==> config.mk <==
export PLATFORM = sky130hd
export DESIGN_NAME = mcu_mux_array
export DESIGN_NICKNAME = d
export VERILOG_FILES = /design/src/rtl/mcu_mux_array.sv
export SDC_FILE = /design/constraint.sdc
export NUM_CORES = 1
export LEC_CHECK = 0
export BUFFER_PORTS_ARGS = -buffer_cell sky130_fd_sc_hd__buf_2
export CAP_MARGIN = 20
export CORE_MARGIN = 5
export CORE_UTILIZATION = 49
export DETAILED_ROUTE_END_ITERATION = 12
export PLACE_DENSITY = 0.95
export SETUP_SLACK_MARGIN = 0.3
export SLEW_MARGIN = 20
export SYNTH_ARGS = -nofsm -noshare
export SYNTH_HDL_FRONTEND = slang
export SYNTH_SLANG_ARGS = --single-unit
==> constraint.sdc <==
create_clock -name i_clock -period 1.1 [get_ports i_clock]
set_input_delay 0.22 -clock i_clock [delete_from_list [all_inputs] [get_ports i_clock]]
set_output_delay 0.22 -clock i_clock [all_outputs]
set_load 0.1 [all_outputs]
==> src/rtl/mcu_mux_array.sv <==
// mcu_mux_array: registered routing crossbar between memory, host data and N convolvers.
// Define MCU_MUX_ARRAY_INREG_EN to add an input register stage (latency 2 instead of 1).
`default_nettype none

module mcu_mux_array #(
  parameter int N           = 2,
  parameter int BITS_IMAGEN = 8
) (
  input  logic                         i_clock,
  input  logic                         i_reset,
  input  logic [N*BITS_IMAGEN-1:0]     i_DataConv,
  input  logic [(N+2)*BITS_IMAGEN-1:0] i_MemData,
  input  logic [3*BITS_IMAGEN-1:0]     i_Data,
  input  logic                         i_inputCtrl,
  input  logic                         i_memCtrl,
  input  logic                         i_convCtrl,
  output logic [3*N*BITS_IMAGEN-1:0]   o_DataConv,
  output logic [(N+2)*BITS_IMAGEN-1:0] o_MemData,
  output logic [3*BITS_IMAGEN-1:0]     o_Data
);

  localparam int B       = BITS_IMAGEN;
  localparam int CONV_WN = (N < 3) ? N : 3;

  logic [N*B-1:0]     dconv_s;
  logic [(N+2)*B-1:0] mem_s;
  logic [3*B-1:0]     data_s;
  logic               input_sel;
  logic               mem_sel;
  logic               conv_sel;

`ifdef MCU_MUX_ARRAY_INREG_EN
  always_ff @(posedge i_clock or negedge i_reset) begin
    if (!i_reset) begin
      dconv_s   <= '0;
      mem_s     <= '0;
      data_s    <= '0;
      input_sel <= 1'b0;
      mem_sel   <= 1'b0;
      conv_sel  <= 1'b0;
    end else begin
      dconv_s   <= i_DataConv;
      mem_s     <= i_MemData;
      data_s    <= i_Data;
      input_sel <= i_inputCtrl;
      mem_sel   <= i_memCtrl;
      conv_sel  <= i_convCtrl;
    end
  end
`else
  assign dconv_s   = i_DataConv;
  assign mem_s     = i_MemData;
  assign data_s    = i_Data;
  assign input_sel = i_inputCtrl;
  assign mem_sel   = i_memCtrl;
  assign conv_sel  = i_convCtrl;
`endif

  logic [3*N*B-1:0]   conv_nxt;
  logic [(N+2)*B-1:0] mem_nxt;
  logic [3*B-1:0]     data_nxt;

  // Slot k's window {w(k+2),w(k+1),w(k)} is a contiguous slice of the memory bus.
  always_comb begin
    conv_nxt = '0;
    for (int k = 0; k < N; k++) begin
      if (conv_sel) conv_nxt[3*k*B +: 3*B] = data_s;
      else          conv_nxt[3*k*B +: 3*B] = mem_s[k*B +: 3*B];
    end
  end

  always_comb begin
    mem_nxt = '0;
    if (mem_sel) mem_nxt[N*B-1:0] = dconv_s;
    else         mem_nxt[3*B-1:0] = data_s;
  end

  always_comb begin
    data_nxt = '0;
    if (input_sel) begin
      for (int w = 0; w < CONV_WN; w++) data_nxt[w*B +: B] = dconv_s[w*B +: B];
    end else begin
      data_nxt = mem_s[3*B-1:0];
    end
  end

  always_ff @(posedge i_clock or negedge i_reset) begin
    if (!i_reset) begin
      o_DataConv <= '0;
      o_MemData  <= '0;
      o_Data     <= '0;
    end else begin
      o_DataConv <= conv_nxt;
      o_MemData  <= mem_nxt;
      o_Data     <= data_nxt;
    end
  end

endmodule

`default_nettype wire

# --- After elaboration in Yosys (flattened, before gate mapping) ---
# Cells that the tools add are included.
word_totals:
  elab_cells: 9
  ff_bits: 96
  input_bits: 77
  out_inout_bits: 104
classes:
  mux: 6
ops:
  columns: ["op", "count"]
  rows:
  - ["24-bit 2-to-1 mux", 2]
  - ["16-bit 2-to-1 mux", 2]
  - ["8-bit 2-to-1 mux", 2]

# --- Logic depth before layout (Yosys ltp) ---
# Gate-level depths: netlist (run 1).
logic_depth:
  ltp_word: 1
  ltp_mapped: 3
  depth_no_buf: 1

# --- Least setup slack after synthesis (run 1) ---
# No wires, ideal clock.
synth_timing:
  kind: "register -> output"
  startpoint: "register o_DataConv[0]"
  endpoint: "output port o_DataConv[0]"
  path_slack_ns: -0.003
  n_path_buf: 0
  arrival_ns: 0.883
  stages_incl_launch_ff: 1
  t_required_ns: 0.880
  path_cell_list: "dfrtp_1"
synth_lines:
  columns: ["item", "line", "text"]
  rows:
  - ["start: declaration", "17", "output logic [3*N*BITS_IMAGEN-1:0] o_DataConv,"]
  - ["start signal: assignment", "93", "o_DataConv <= conv_nxt;"]
# No word-level cell between the ends.

# --- Worst setup path after layout (run 1) ---
layout_timing:
  startpoint: "register o_DataConv[11]"
  endpoint: "output port o_DataConv[11]"
# No word-level cell between the ends.

==> flow_summary.toml, run 1 <==
[detailed_routing]
drc = 0
ant_nets = 0
vias_per_cell = 5.30
met2WireLength_um = 8140
initialDrtViolationCount = 140
vias = 2648
wl_um = 15100
dr.pass1.iters = 5
top_layer = "met4"
met1_length_um = 4920
drt-wirelength-per-cell_um = 30.1
wl_met3_um = 1310

[floorplan]
num_rows = 31
ios = 181
fp.dieH_um = 96.2
die_w_um = 96.2
start_util_pct = 50.2
core_um2 = 7250
dieArea_um2 = 9250

[cts]
root_buffer = "clkbuf_8"
numClockSinks = 96
cts_tree = "done"
clk_path_buf_depth = 2
cts.clk_slew.worst_paths_ps = 100
post_cts_buffers = 0
cts_inserted_buffers = 9
holdBufCountCts = 3
htreeDepth = 3

[yosys]
synth_seq_area_share_pct = 66.0
yosys_warnings = 0
synth_seq_cells = 96
synth_largest_area_cell = "dfrtp_1"
synth_top_area_share_pct = 66.0
synth_commonest_cells = "96 x dfrtp_1, 60 x mux2_2, 20 x mux2_4"
synthTopCellsByArea = "dfrtp_1 66%, mux2_2 19%, mux2_4 8.2%"
syn_area_um2 = 3640
ys_async_sr_fraction_pct = 100
synth_ff_type = "dfrtp_1"
synth_area_per_cell_um2 = 17.2
synth-edff-count = 0
synth_most_common_cell = "dfrtp_1"
syn_inst = 212
synth_cell_types = 8

[grt]
grt_pass1_vias = 3046
gr-total-overflow = 0
grt_util_all_layers_pct = 30.8
antenna_found_initial = 0
grt_max_degree = 42
grt_pass1_wl_um = 19700

[power_and_ir_drop]
p_per_area_nw_per_um2 = 1570
p_sw_mw = 4.28
p_leak_nw = 2.98
power_switching_share_pct = 40.3
comb_power_share_pct = 38.4
power.internal_mw = 6.35
p_seq_share_pct = 39.6
ir_drop_mv = 1.54
clkPwrFrac_pct = 22.0

[critical_path]
required_ps = 880
worstPathCellList = "buf_12"
crit_buf_inv = 1
startpoint_type = "register"
cpPeakStageDelay_ps = 520
crit_slowest_cell = "dfrtp_4"
crit_arrival_ps = 1080
worstSetupPathType = "register to primary output"
crit_path_max_fanout = 1
worstSetupEndpointType = "primary output"
critical-path-top-delay-family = "flip-flops"

[job]
max_cap_viol_count = 0

[final_layout]
diodes = 0
layout-drive-gt1-share_pct = 93.0
utilization_pct = 93.4
nets = 473
area_growth_pct = 86.2

[sta]
whs_ps = -335
setup_ws_ps = -199
min_period_over_period_pct = 118
fmax_ghz = 0.770
fin_crit_ps = 1300
rsz0062_at_grt = "yes"
setup_viol = 96
hold_viol_final = 90
slew_viol_final = 0

[outcome]
violations = "negative hold slack, negative setup slack"
outcome = "finished with violations"

[place]
pre_cts_slack_ps = -23.3
place.gp.congestion = 0.804
port_buffers = 172
hpwl_um = 9490

[min_path]
hp-class = "input port to asynchronous set/reset pin"
==> cells by family (layout without fill, tap and decap cells) <==
family	after synthesis	count (layout)	synth area share, %
and+or+nand+nor	16	16	2.75
muxes	80	80	26.8
other	1	8	0.103
buffers and inverters	19	201	4.36
DFF	96	96	66.0
==> metal layers <==
metal	GRT usage, %	up-vias
met4	12.6	0
met1	31.4	1357
li1	-	1070
met2	56.4	179
met5	0	-
met3	11.1	42
==> worst paths after layout <==
| path | from | depth (start not counted) | to |
|---|---|---|---|
| max | o_DataConv[11]$_DFF_PN0_ | 1 | o_DataConv[11] |
| min | i_reset | 1 | o_DataConv[35]$_DFF_PN0_ |
| max in group asynchronous | i_reset | 3 | o_DataConv[43]$_DFF_PN0_ |
| min in group i_clock | i_DataConv[14] | 2 | o_Data[14]$_DFF_PN0_ |
==> registers in the layout (all words and copies together), names as in the netlist <==
name / cells
o_Data: 24
o_DataConv: 48
o_MemData: 24
==> layout make-up <==
class                   instances  area (um^2)
clock inverters                 4         28.8
clock buffers                  12          155
fillers                       180          475
flip-flops and latches         96         2760
repair buffers                185         2510
multi-input cells             104         1200
well taps                      99          124
==> what timing repair did <==
| item | CTS | global route |
|---|---|---|
| hold endpoints to repair | 17 | 87 |
| setup endpoints to repair | 96 | 99 |
| resized for setup | 0 | 1 |
==> layout by cell type (no fill, tap or decap), drive strengths merged <==
| cell | n |
|---|---|
| dfrtp | 96 |
| conb | 8 |
| nor2b | 16 |
| clkbuf | 12 |
| dlygate4sd3 | 3 |
| mux2 | 80 |
| buf | 182 |
| clkinv | 2 |
| clkinvlp | 2 |
==> power by group through the flow <==
stage | sequential (mW) | combinational [mW] | clock [mW]
after floorplan | 6.03 | 0.592 | 0
after detailed placement | 4.26 | 4.01 | 0
final | 4.21 | 4.08 | 2.34
after global routing | 4.22 | 4.15 | 2.51
after global placement | 4.23 | 3.91 | 0
after CTS | 4.19 | 4.06 | 2.26
==> metrics by stage <==
stage	power, mW	std cells	setup TNS [ps]	area, um^2
detailed placement	8.27	481	-24.0	6560
global placement	8.14	481	0	6560
floorplan	6.62	219	0	4170
CTS	10.5	500	-16260	6770
global route	10.9	500	-19050	6780
finish	10.6	500	-16140	6780
Power figures use the tool's default switching activity.
==> inputs of run 2 (changes only) <==
==> constraint.sdc (replaced) <==
create_clock -name i_clock -period 1.1 [get_ports i_clock]
set_input_delay 0.11 -clock i_clock [delete_from_list [all_inputs] [get_ports i_clock]]
set_output_delay 0.11 -clock i_clock [all_outputs]
set_load 0.1 [all_outputs]
==> flow_summary.toml, run 2 (synthesis results as in run 1) <==
[outcome]
outcome = "completed"

[power_and_ir_drop]
p_leak_nw = 2.97
p_sw_mw = 3.98
power_switching_share_pct = 36.9
p_seq_share_pct = 37.6
power.internal_mw = 6.82
ir_drop_mv = 1.19
clkPwrFrac_pct = 25.5
p_per_area_nw_per_um2 = 1640
comb_power_share_pct = 36.9

[sta]
min_period_over_period_pct = 97.6
setup_viol = 0
fin_crit_ps = 1070
hold_viol_final = 0
fmax_ghz = 0.932
slew_viol_final = 0
rsz0062_at_grt = "yes"

[critical_path]
required_ps = 990
startpoint_type = "register"
crit_buf_inv = 1
worstSetupEndpointType = "primary output"
worstPathCellList = "buf_12"
crit_slowest_cell = "dfrtp_2"
critical-path-top-delay-family = "flip-flops"
cpPeakStageDelay_ps = 440
worstSetupPathType = "register to primary output"
crit_path_max_fanout = 1
crit_arrival_ps = 960

[floorplan]
dieArea_um2 = 9250
start_util_pct = 50.2
num_rows = 31
ios = 181
core_um2 = 7250
fp.dieH_um = 96.2
die_w_um = 96.2

[grt]
gr-total-overflow = 0
grt_pass1_wl_um = 18000
grt_util_all_layers_pct = 27.2
antenna_found_initial = 0
grt_max_degree = 51
grt_pass1_vias = 3006

[detailed_routing]
wl_um = 12200
vias_per_cell = 5.06
drt-wirelength-per-cell_um = 23.8
drc = 0
vias = 2580
ant_nets = 0
initialDrtViolationCount = 69
dr.pass1.iters = 4

[final_layout]
layout_commonest_cell = "buf_12"
diodes = 0
most-common-layout-cells = "102 x buf_12, 96 x dfrtp_2, 75 x buf_2"
top_register = "o_DataConv"
utilization_pct = 91.0
area_growth_pct = 81.2
layout-drive-gt1-share_pct = 89.5
stdcell_area_um2 = 6600
nets = 484
largest_reg_flops = 48
reg_top3 = "o_DataConv (48), o_Data (24), o_MemData (24)"

[cts]
cts.clk_slew.worst_paths_ps = 90
post_cts_buffers = 0
cts_tree = "done"
clk_path_buf_depth = 2
root_buffer = "clkbuf_8"
htreeDepth = 3
numClockSinks = 96
cts_inserted_buffers = 9

[job]
max_cap_viol_count = 0

[place]
dpl_cell_area_um2 = 6180
port_buffers = 172
place.gp.congestion = 0.719
hpwl_um = 8280

[min_path]
hp-class = "input port to register"
[run 2: cell type report]
class                   count  area, um^2
clock buffers              12         145
clock inverters             3        90.1
fillers                   256         656
multi-input cells         104        1110
flip-flops and latches     96        2520
well taps                  99         124
repair buffers            196        2610
[run 2: through the flow]
step	setup slack (ps)	power (mW)	hold slack [ps]	cells	setup TNS [ps]
after floorplan	309	6.41	-186	219	0
after global placement	132	7.95	-72.5	478	0
after detailed placement	95.9	8.06	-69.8	478	0
after CTS	11.5	10.8	1.25	507	0
after global routing	-6.31	11.1	3.73	510	-11.0
final	26.8	10.8	15.4	510	0
[run 2: power by group through the flow]
stage	clock network, mW	registers [mW]	logic (mW)
after floorplan	0	5.88	0.531
after global placement	0	4.10	3.84
after detailed placement	0	4.14	3.92
after CTS	2.78	4.07	3.98
after global routing	2.96	4.09	4.08
final	2.75	4.06	3.99
[run 2: final timing paths]
check                                          from                       end  slack, ps  cells after the start
worst max-delay path       o_DataConv[10]$_DFF_PN0_            o_DataConv[10]         30                      1
worst min-delay path                   i_MemData[3]   o_DataConv[3]$_DFF_PN0_         20                      2
max in group asynchronous                   i_reset      o_Data[18]$_DFF_PN0_        500                      3
min in group asynchronous                   i_reset  o_DataConv[19]$_DFF_PN0_        120                      2
[run 2: timing repair]
item                                   CTS  global route
resized for setup                        0             3
hold buffers                            14             3
cloned                                   0             0
endpoints found under the hold margin  113             4
setup endpoints to repair               96           101
[run 2: metal layers]
layer	part of all wire [%]	track usage [%]
met1	34	29.4
met2	56	50.1
met3	7.6	7.82
met4	2.3	9.60
met5	0	0
